## src/rtl/float_pkg.sv

```systemverilog
// Shared single-precision constants, FSM/class enums and field helpers
// for the sequential floating-point divider.
package float_pkg;

  localparam int unsigned EXP_BIAS  = 127;
  localparam int unsigned EXP_MAX   = 255;
  localparam int unsigned QUOT_BITS = 26;
  localparam logic [31:0] QNAN      = 32'h7FC0_0000;

  typedef enum logic [1:0] {
    StIdle,
    StUnpack,
    StDiv,
    StRound
  } divState_e;

  // Operand class decided in UNPACK; steers packing in ROUND.
  typedef enum logic [1:0] {
    ClsNormal,
    ClsNan,
    ClsDivZero,
    ClsZero
  } opClass_e;

  function automatic logic fSign(input logic [31:0] x);
    return x[31];
  endfunction

  function automatic logic [7:0] fExp(input logic [31:0] x);
    return x[30:23];
  endfunction

  function automatic logic [22:0] fFrac(input logic [31:0] x);
    return x[22:0];
  endfunction

endpackage

```

## src/rtl/floating_divider_seq_if.sv

```systemverilog
// Request/result bundle of the sequential divider; the master issues
// operands and start, the slave (the divider) returns the registered result.
interface floating_divider_seq_if;

  logic [31:0] a;
  logic [31:0] b;
  logic        start;
  logic        busy;
  logic        done;
  logic [31:0] result;
  logic        overflow;
  logic        exception;

  modport master (
    output a, b, start,
    input  busy, done, result, overflow, exception
  );

  modport slave (
    input  a, b, start,
    output busy, done, result, overflow, exception
  );

endinterface

```

## src/rtl/mantissa_div_core.sv

```systemverilog
// Restoring mantissa divider: one quotient bit per step, with the
// remainder, quotient shift register and iteration counter.
module mantissa_div_core
  import float_pkg::*;
(
  input  logic                 clk,
  input  logic                 reset,
  input  logic                 load,
  input  logic                 step,
  input  logic [24:0]          dividend,
  input  logic [23:0]          divisor,
  output logic [QUOT_BITS-1:0] q,
  output logic                 sticky,
  output logic                 last
);

  logic [24:0]          remQ;
  logic [23:0]          divQ;
  logic [QUOT_BITS-1:0] quotQ;
  logic [4:0]           cntQ;

  logic        remGeq;
  logic [24:0] remSub;
  logic [24:0] remNext;

  // Remainder stays below 2*divisor, so 25 bits never overflow on the shift.
  always_comb begin
    remGeq  = remQ >= {1'b0, divQ};
    remSub  = remGeq ? (remQ - {1'b0, divQ}) : remQ;
    remNext = {remSub[23:0], 1'b0};
  end

  always_ff @(posedge clk or negedge reset) begin
    if (!reset) begin
      remQ  <= '0;
      divQ  <= '0;
      quotQ <= '0;
      cntQ  <= '0;
    end else if (load) begin
      remQ  <= dividend;
      divQ  <= divisor;
      quotQ <= '0;
      cntQ  <= 5'(QUOT_BITS - 1);
    end else if (step) begin
      remQ  <= remNext;
      quotQ <= {quotQ[QUOT_BITS-2:0], remGeq};
      if (cntQ != 5'd0) begin
        cntQ <= cntQ - 5'd1;
      end
    end
  end

  assign q      = quotQ;
  assign sticky = remQ != 25'd0;
  assign last   = cntQ == 5'd0;

endmodule

```

## src/rtl/floating_divider_seq.sv

```systemverilog
// Iterative IEEE-754 single-precision divider with fixed 29-cycle latency:
// FSM, unpack/classify, round-to-nearest-even and result packing.
module floating_divider_seq
  import float_pkg::*;
(
  input logic                   clk,
  input logic                   reset,
  floating_divider_seq_if.slave bus
);

  divState_e stateQ, stateD;

  logic [31:0]       aQ, bQ;
  logic              signQ;
  logic signed [9:0] expQ;
  opClass_e          clsQ;
  logic              busyQ, doneQ, ovfQ, excQ;
  logic [31:0]       resultQ;

  logic accept, load, step, finish;
  logic coreLast, coreSticky;
  logic [QUOT_BITS-1:0] coreQ;

  // Unpack / classify
  logic [23:0]       ma, mb;
  logic              aZero, bZero, aInfNan, bInfNan, maLess, signD;
  logic signed [9:0] expRaw, expNorm;
  logic [24:0]       remInit;
  opClass_e          clsD;

  always_comb begin
    ma      = {1'b1, fFrac(aQ)};
    mb      = {1'b1, fFrac(bQ)};
    aZero   = fExp(aQ) == 8'd0;
    bZero   = fExp(bQ) == 8'd0;
    aInfNan = fExp(aQ) == 8'(EXP_MAX);
    bInfNan = fExp(bQ) == 8'(EXP_MAX);
    signD   = fSign(aQ) ^ fSign(bQ);
    expRaw  = 10'({2'b00, fExp(aQ)}) - 10'({2'b00, fExp(bQ)}) + 10'(EXP_BIAS);
    maLess  = ma < mb;
    // Pre-normalise so the first quotient bit is always the integer 1.
    remInit = maLess ? {ma, 1'b0} : {1'b0, ma};
    expNorm = maLess ? (expRaw - 10'sd1) : expRaw;
    if (aInfNan || bInfNan || (aZero && bZero)) begin
      clsD = ClsNan;
    end else if (bZero) begin
      clsD = ClsDivZero;
    end else if (aZero) begin
      clsD = ClsZero;
    end else begin
      clsD = ClsNormal;
    end
  end

  mantissa_div_core u_core (
    .clk      (clk),
    .reset    (reset),
    .load     (load),
    .step     (step),
    .dividend (remInit),
    .divisor  (mb),
    .q        (coreQ),
    .sticky   (coreSticky),
    .last     (coreLast)
  );

  // Round and pack
  logic              guardBit, roundBit, lsbBit, roundInc, mantCarry, unusedHidden;
  logic [23:0]       mantSum;
  logic [22:0]       fracD;
  logic signed [9:0] expFinal;
  logic [31:0]       resultD;
  logic              ovfD, excD;

  always_comb begin
    guardBit     = coreQ[1];
    roundBit     = coreQ[0];
    lsbBit       = coreQ[2];
    roundInc     = guardBit & (roundBit | coreSticky | lsbBit);
    {mantCarry, mantSum} = {1'b0, coreQ[25:2]} + {24'd0, roundInc};
    unusedHidden = mantSum[23];
    fracD        = mantCarry ? 23'd0 : mantSum[22:0];
    expFinal     = mantCarry ? (expQ + 10'sd1) : expQ;

    resultD = '0;
    ovfD    = 1'b0;
    excD    = 1'b0;
    unique case (clsQ)
      ClsNan: begin
        resultD = QNAN;
        excD    = 1'b1;
      end
      ClsDivZero: begin
        resultD = {signQ, 8'hFF, 23'd0};
        excD    = 1'b1;
      end
      ClsZero: begin
        resultD = {signQ, 31'd0};
      end
      default: begin
        if (expFinal >= 10'sd255) begin
          resultD = {signQ, 8'hFF, 23'd0};
          ovfD    = 1'b1;
        end else if (expFinal <= 10'sd0) begin
          resultD = {signQ, 31'd0};
        end else begin
          resultD = {signQ, expFinal[7:0], fracD};
        end
      end
    endcase
  end

  // FSM
  always_ff @(posedge clk or negedge reset) begin
    if (!reset) begin
      stateQ <= StIdle;
    end else begin
      stateQ <= stateD;
    end
  end

  always_comb begin
    stateD = stateQ;
    accept = 1'b0;
    load   = 1'b0;
    step   = 1'b0;
    finish = 1'b0;
    unique case (stateQ)
      StIdle: begin
        if (bus.start) begin
          accept = 1'b1;
          stateD = StUnpack;
        end
      end
      StUnpack: begin
        load   = 1'b1;
        stateD = StDiv;
      end
      StDiv: begin
        step = 1'b1;
        if (coreLast) begin
          stateD = StRound;
        end
      end
      StRound: begin
        finish = 1'b1;
        stateD = StIdle;
      end
      default: stateD = StIdle;
    endcase
  end

  always_ff @(posedge clk or negedge reset) begin
    if (!reset) begin
      aQ      <= '0;
      bQ      <= '0;
      signQ   <= 1'b0;
      expQ    <= '0;
      clsQ    <= ClsNormal;
      busyQ   <= 1'b0;
      doneQ   <= 1'b0;
      resultQ <= '0;
      ovfQ    <= 1'b0;
      excQ    <= 1'b0;
    end else begin
      doneQ <= finish;
      if (accept) begin
        aQ    <= bus.a;
        bQ    <= bus.b;
        busyQ <= 1'b1;
      end
      if (load) begin
        signQ <= signD;
        expQ  <= expNorm;
        clsQ  <= clsD;
      end
      if (finish) begin
        busyQ   <= 1'b0;
        resultQ <= resultD;
        ovfQ    <= ovfD;
        excQ    <= excD;
      end
    end
  end

  assign bus.busy      = busyQ;
  assign bus.done      = doneQ;
  assign bus.result    = resultQ;
  assign bus.overflow  = ovfQ;
  assign bus.exception = excQ;

endmodule

```

## src/flat_wrapper.sv

```systemverilog
// flat-port wrapper written by rule: the top's interface ports become plain ports
module floating_divider_seq_flat import float_pkg::*;
  (clk, reset, bus_a, bus_b, bus_start, bus_busy, bus_done, bus_result, bus_overflow, bus_exception);
  floating_divider_seq_if bus_i ();
  input logic clk;
  input logic reset;
  input wire logic [$bits(bus_i.a)-1:0] bus_a;
  input wire logic [$bits(bus_i.b)-1:0] bus_b;
  input wire logic [$bits(bus_i.start)-1:0] bus_start;
  output wire logic [$bits(bus_i.busy)-1:0] bus_busy;
  output wire logic [$bits(bus_i.done)-1:0] bus_done;
  output wire logic [$bits(bus_i.result)-1:0] bus_result;
  output wire logic [$bits(bus_i.overflow)-1:0] bus_overflow;
  output wire logic [$bits(bus_i.exception)-1:0] bus_exception;
  assign bus_i.a = bus_a;
  assign bus_i.b = bus_b;
  assign bus_i.start = bus_start;
  assign bus_busy = bus_i.busy;
  assign bus_done = bus_i.done;
  assign bus_result = bus_i.result;
  assign bus_overflow = bus_i.overflow;
  assign bus_exception = bus_i.exception;
  floating_divider_seq u_core (.clk(clk), .reset(reset), .bus(bus_i));
endmodule
```

## config.mk

```make
export PLATFORM = sky130hd
export DESIGN_NAME = floating_divider_seq_flat
export DESIGN_NICKNAME = d
export VERILOG_FILES = /design/src/rtl/float_pkg.sv /design/src/rtl/floating_divider_seq_if.sv /design/src/rtl/mantissa_div_core.sv /design/src/rtl/floating_divider_seq.sv /design/src/flat_wrapper.sv
export SDC_FILE = /design/constraint.sdc
export NUM_CORES = 1
export LEC_CHECK = 0
export ABC_AREA = 1
export BUFFER_PORTS_ARGS = -buffer_cell sky130_fd_sc_hd__buf_2
export CORE_ASPECT_RATIO = 1.4
export CORE_UTILIZATION = 30
export DETAILED_ROUTE_END_ITERATION = 10
export GPL_ROUTABILITY_DRIVEN = 0
export GPL_TIMING_DRIVEN = 1
export PLACE_DENSITY_LB_ADDON = 0.05
export REMOVE_ABC_BUFFERS = 1
export SLEW_MARGIN = 20
export SYNTH_ARGS = -nofsm -noshare
export SYNTH_HDL_FRONTEND = slang
export SYNTH_SLANG_ARGS = --single-unit
```

## constraint.sdc

```tcl
create_clock -name clk -period 6.8 [get_ports clk]
set_input_delay 0.68 -clock clk [delete_from_list [all_inputs] [get_ports clk]]
set_output_delay 0.68 -clock clk [all_outputs]
set_load 0.05 [all_outputs]
```

# == Word-level counts from Yosys, hierarchy flattened ==
# Index checks and enable logic that the tools add are counted.
# op_classes
add_sub_neg,7
mul,0
div,0
magnitude_cmp,4
eq_ne,10
shift,0
n_mux,31
bitwise_logic,4
n_reduce_logical,16
# op_table
operator,n
$pmux W32 S3,1
$mux W25,3
$mux W31,2
$mux W26,2
$add A24 B1 Y25,1
$ge A25 B24 Y1,1
$reduce_bool A25 Y1,1
$lt A24 B24 Y1,1
$mux W24,1
$sub A24 B24 Y24,1
$mux W23,1
$mux W10,2
$eq A8 B8 Y1 const B,2
$logic_not A8 Y1,2
$mux W5,3
$add A10 B2 Y10 const B,1
$add A10 B7 Y10 const B,1
$ge A10 B9 Y1 const B,1
$le A10 B1 Y1 const B,1
$mux W1,10
$mux W2,5
$sub A10 B2 Y10 const B,1
$sub A8 B8 Y9,1
$eq A2 B2 Y1 const B,4
17 further kinds,23
# totals
regBits,195
latch_bits,0
mem_bits_rw,0
rom_bits,0
input_bits,67
output_inout_bits,36
wordCells,87
memories,0

# == Logic depth before layout (Yosys ltp) ==
# logic_depth
ltp_word,10
ltp_mapped,19
depth_no_buf,19

# == Cells and area by module ==
# A second synthesis with hierarchy kept.
# hier_totals
hier_cells,1708
hier_area_um2,12613.3
# modules_own_cells
mod,n_inst,cells_each,area_each_um2,seq_area_each_um2
floating_divider_seq,1,938,7218.2,2877.8
mantissa_div_core,1,770,5395.2,2001.9

# == Worst setup path after synthesis ==
# No wires, ideal clock.
# synth_path
path_type,reg-to-reg
from,register u_core.aQ[23]
to,register u_core.expQ[7]
setup_time_ns,0.132
t_arrival_ns,2.313
required_ns,6.668
path_slack_ns,4.355
path_stages_with_launch,16
n_path_buf,0
period_less_slack_ns,2.445
path_cell_list,dfrtp_1 > inv_1 > ha_1 > inv_1 > fa_1 > inv_1 > ha_1 > nand2_1 > inv_1 > nand2_1 > xor2_1 > nand2_1 > nor2_1 > nand3_1 > nand3_1 > o21ai_0
# synth_between
elab_chain_len,4
# synth_rtl
element,line,source
start: declaration,floating_divider_seq.sv:13,"logic [31:0] aQ, bQ;"
start signal: assignment,floating_divider_seq.sv:168,aQ <= bus.a;
$sub A8 B8 Y9 (*),floating_divider_seq.sv:39,"expRaw = 10'({2'b00, fExp(aQ)}) - 10'({2'b00, fExp(bQ)}) + 10'(EXP_BIAS);"
$add A10 B7 Y10 (*),floating_divider_seq.sv:39,
$sub A10 B2 Y10,floating_divider_seq.sv:43,expNorm = maLess ? (expRaw - 10'sd1) : expRaw;
$mux W10 (*),floating_divider_seq.sv:43,
end signal: assignment,floating_divider_seq.sv:174,expQ <= expNorm;
end: declaration,floating_divider_seq.sv:15,logic signed [9:0] expQ;
# Mark *: on every way between the ends. The rest lies on a longest branch, timed or not.
# A chain may end at the register's enable or synchronous reset.

# == Worst setup path after layout ==
# layout_path
from,register u_core.u_core.remQ[2]
to,register u_core.u_core.remQ[19]
# layout_between
elab_chain_len,4
elab_cells_between_ends,5
cone_classes,add/sub (1); order compare (1); mux (3)
# layout_rtl
element,line,source
start: declaration,mantissa_div_core.sv:17,logic [24:0] remQ;
start signal: assignment,mantissa_div_core.sv:40,remQ <= dividend;
start signal: assignment,mantissa_div_core.sv:45,remQ <= remNext;
$sub A24 B24 Y24 or $ge A25 B24 Y1 (tied branches),"mantissa_div_core.sv:29, mantissa_div_core.sv:28",
$mux W24 (*),mantissa_div_core.sv:29,"remSub = remGeq ? (remQ - {1'b0, divQ}) : remQ;"
$mux W25 (*),mantissa_div_core.sv:44,end else if (step) begin
$mux W25 (*),mantissa_div_core.sv:39,end else if (load) begin
# Mark *: on every way between the ends. The rest lies on a longest branch, timed or not. The select of a mux whose other input is x is not followed.

==> results.md <==
* Worst-path cell with the longest stage delay: nand3_1
* Top-area cell type share of the netlist area at 39.9%
* Clock buffer count from CTS at 17
* Worst path required time at 7.15 ns
* Final period utilization at 60.1%
* Proportion of synthesized chip area in sequential cells at 39.9%
* Final setup vio count at 0
* Outcome: complete, no violations
* Total count of max-transition violations in the final report at 0
* Die outline area at 41600 um2
* Crit path buf inv count at 1
* Final antenna-violating net count at 0
* Drt drc at 0
* Area growth from synthesis to layout at 13.5%
* TritonCTS clock tree: yes
* XOR/XNOR share of the synthesized area at 2.65%
* Post-Synthesis Mean Instance Area at 7.40 um2
* Cell taking the most area after synthesis: dfrtp_1
* Period minus WS final at 4.08 ns
* Main area contributors after synthesis: dfrtp_1 40%, nand2_1 13%, ha_1 7.1%
* Sequence of cells on the critical path: ha_1 -> nand2_1 -> o21ai_1 -> nand2_1 -> nand2_1 -> nand2_1 -> nand2_1 -> nand3_1 -> nand3_1 -> inv_1 -> nor2_1 -> nor2_1 -> nor2_1 -> nor2_1
* Worst slew margin relative to its limit at 26.8%
* Floorplan die height at 241 um
* Number of clock sinks at 195
* Clock transition time at the flip-flop clock pins of the worst setup and hold paths at 0.07 ns
* Final-layout setup total negative slack at 0 ns
* Synth warn at 0
* Cell type with the highest occurrence count on the critical path: nand2_1
* Largest family of logic cells by synthesized area: simple AND/OR/NAND/NOR gates
* Maximum clock frequency at 245 MHz
* Initial detailed-routing violation count at 464
* Number of failing hold endpoints at the final stage at 0
* Min-Delay Path Class: primary input to asynchronous set/reset pin
* First-pass DRT Iterations at 5
* Fraction of final layout cells with drive strength greater than 1 at 10.9%
* Number of flip-flops and latches in the synthesized netlist at 195
* DP Wirelength at 25.9 mm
* Die width at 173 um
* Most used standard cell by instance count after synthesis: nand2_1
* Slew @ Worst Pin at 1.09 ns
* Post-Synth Adder-Cell Area at 7.39%
* Max-cap viol count at 0
* Data arrival time of the critical path at 4.43 ns
* Initial core utilization at 30.4%
* Combined global-route utilization of all metal layers at 17.6%
* Critical setup path kind: flip-flop to flip-flop
* Wire length after detailed routing at 34.9 mm
* Simple-gate portion of the synthesized area at 28.6%
* Number of buffers on the longest clock path at 2
* Area of the placeable core at 40300 um2
* Highest fanout seen on the critical path at 23
* Clock network latency to the later pin of the worst-skew pair at 0.45 ns
* Post-synth top cells: 436 x nand2_1, 213 x inv_1, 195 x dfrtp_1
* Sum of overflow across all layers after global routing at 0
* Number of I/O port buffers at 102
* Type of element launching the critical path: flip-flop
* Number of vias per cell at 4.71
* Share of the synthesized area in compound gates (AO/OA/AOI/OAI) at 11.2%
* Number of nets in the finished design at 1864
* Worst stage delay on the critical path at 1.03 ns
* Post-layout instance area at 13900 um2
* Clock tree skew after final layout at 0.0135 ns
* Count of flip-flops with a built-in enable after synthesis at 0
* Count of buffers added by post-CTS timing repair for setup at 0
* Dominant delay contributor by cell family on the critical path: simple AND/OR/NAND/NOR gates
* Detail-routed net length per standard cell at 15.4 um
* Post-synth design cell area at 12200 um2
* H-tree depth reported by CTS at 4
* Total number of vias at 10.7k
* Root Driver: clkbuf_16
* Count of hold-fix buffers inserted at cts at 0
* Synth async-reset ratio at 100%
* I/O pins at 103
* Cells after synthesis at 1653
* Post-cts sizing count at 0
* First-pass GRT wire length at 58.0 mm
* Most used DFF post-synth: dfrtp_1
* Antenna violations before repair at 1
* Worst Setup End Kind: flip-flop
* Largest net degree at the start of global routing at 113
* Netlist cell types at 44
* Vias in the first global route at 11.0k
* RSZ-0062 raised after global routing: false
* Cell area reported after detailed placement at 13300 um2
* Number of placement rows at 87
* Post-synthesis mux area share at 1.66%
sequential cells by signal, indices dropped and copies added, names as in the netlist, 2 cells and up:
register            flops
u_core.u_core.divQ     24
u_core.stateQ           2
u_core.clsQ             2
u_core.bus.result      32
u_core.aQ              32
u_core.u_core.remQ     25
u_core.expQ            10
u_core.u_core.cntQ      5
u_core.u_core.q        26
u_core.bQ              32
cell type report:
cell class | instances | area [um2]
clock buffer | 21 | 450
clock inverter | 10 | 170
tap | 534 | 668
inverter | 217 | 815
multi-input combinational | 1184 | 6310
sequential | 195 | 4880
antenna | 1 | 2.50
timing repair buffer | 111 | 587
fill | 4480 | 26400
through the flow:
step | setup WS, ns | cells | util, % | hold WS (ns)
after floorplan | 2.56 | 1596 | - | 0.384
after global placement | 2.75 | 2241 | 32.9 | 0.439
after detailed placement | 2.69 | 2241 | 32.9 | 0.445
after CTS | 2.69 | 2272 | 34.5 | 0.415
after global routing | 2.32 | 2272 | 34.5 | 0.435
final | 2.72 | 2273 | 34.5 | 0.376
worst register-to-register path: stages (launching register included):
cell,delay [ns]
dfrtp_1,0.41
ha_1,0.36
nand2_1,0.07
o21ai_1,0.22
nand2_1,0.08
nand2_1,0.16
nand2_1,0.07
nand2_1,0.10
nand3_1,0.79
nand3_1,1.04
inv_1,0.32
nor2_1,0.19
nor2_1,0.05
nor2_1,0.08
nor2_1,0.04
routing by layer:
layer	up-vias	share of wire [%]	global-route usage, %
li1	5521	-	-
met1	4999	42	19.5
met2	135	53	33.9
met3	46	2.0	2.47
met4	0	2.7	6.81
met5	-	0	0
placed cells by master (no fill, tap or decap), drive strengths merged, types with 4 or more instances in the layout:
cell and count:
a21o 4, a21oi 112, buf 110, bufinv 4, clkbuf 22, dfrtp 195
ha 69, inv 219, mux2 18, nand2 442, nand3 104, nand3b 12
nand4 56, nor2 159, nor3 15, nor4 11, o21a 4, o21ai 95
o22ai 27, or2 4, xnor2 11, xor2 26
worst paths after layout:
path,cells after the start,slack (ns),from,end
worst max-delay path,14,2.72,u_core.u_core.remQ[2],u_core.u_core.remQ[19]
max in group asynchronous,2,5.20,reset,u_core.u_core.remQ[4]
worst min-delay path,1,0.38,reset,u_core.bus.result[4]
worst max register to register,14,2.72,u_core.u_core.remQ[2],u_core.u_core.remQ[19]
worst min register to register,2,0.46,u_core.u_core.divQ[23],u_core.u_core.divQ[23]
min in group clk,2,0.45,bus_a[8],u_core.aQ[8]
kinds of logic (layout without fill, tap and decap cells):
group	Yosys count	in the layout
buf+inv	274	359
fa+ha+maj	71	71
compound gates	254	254
flops	195	195
simple gates	804	804
xor+xnor	37	37
mux	18	18
other cells	0	1
Power is left out: the tool's default activity adds up to more than one toggle a clock period on the data nets, which glitch-free logic cannot reach.
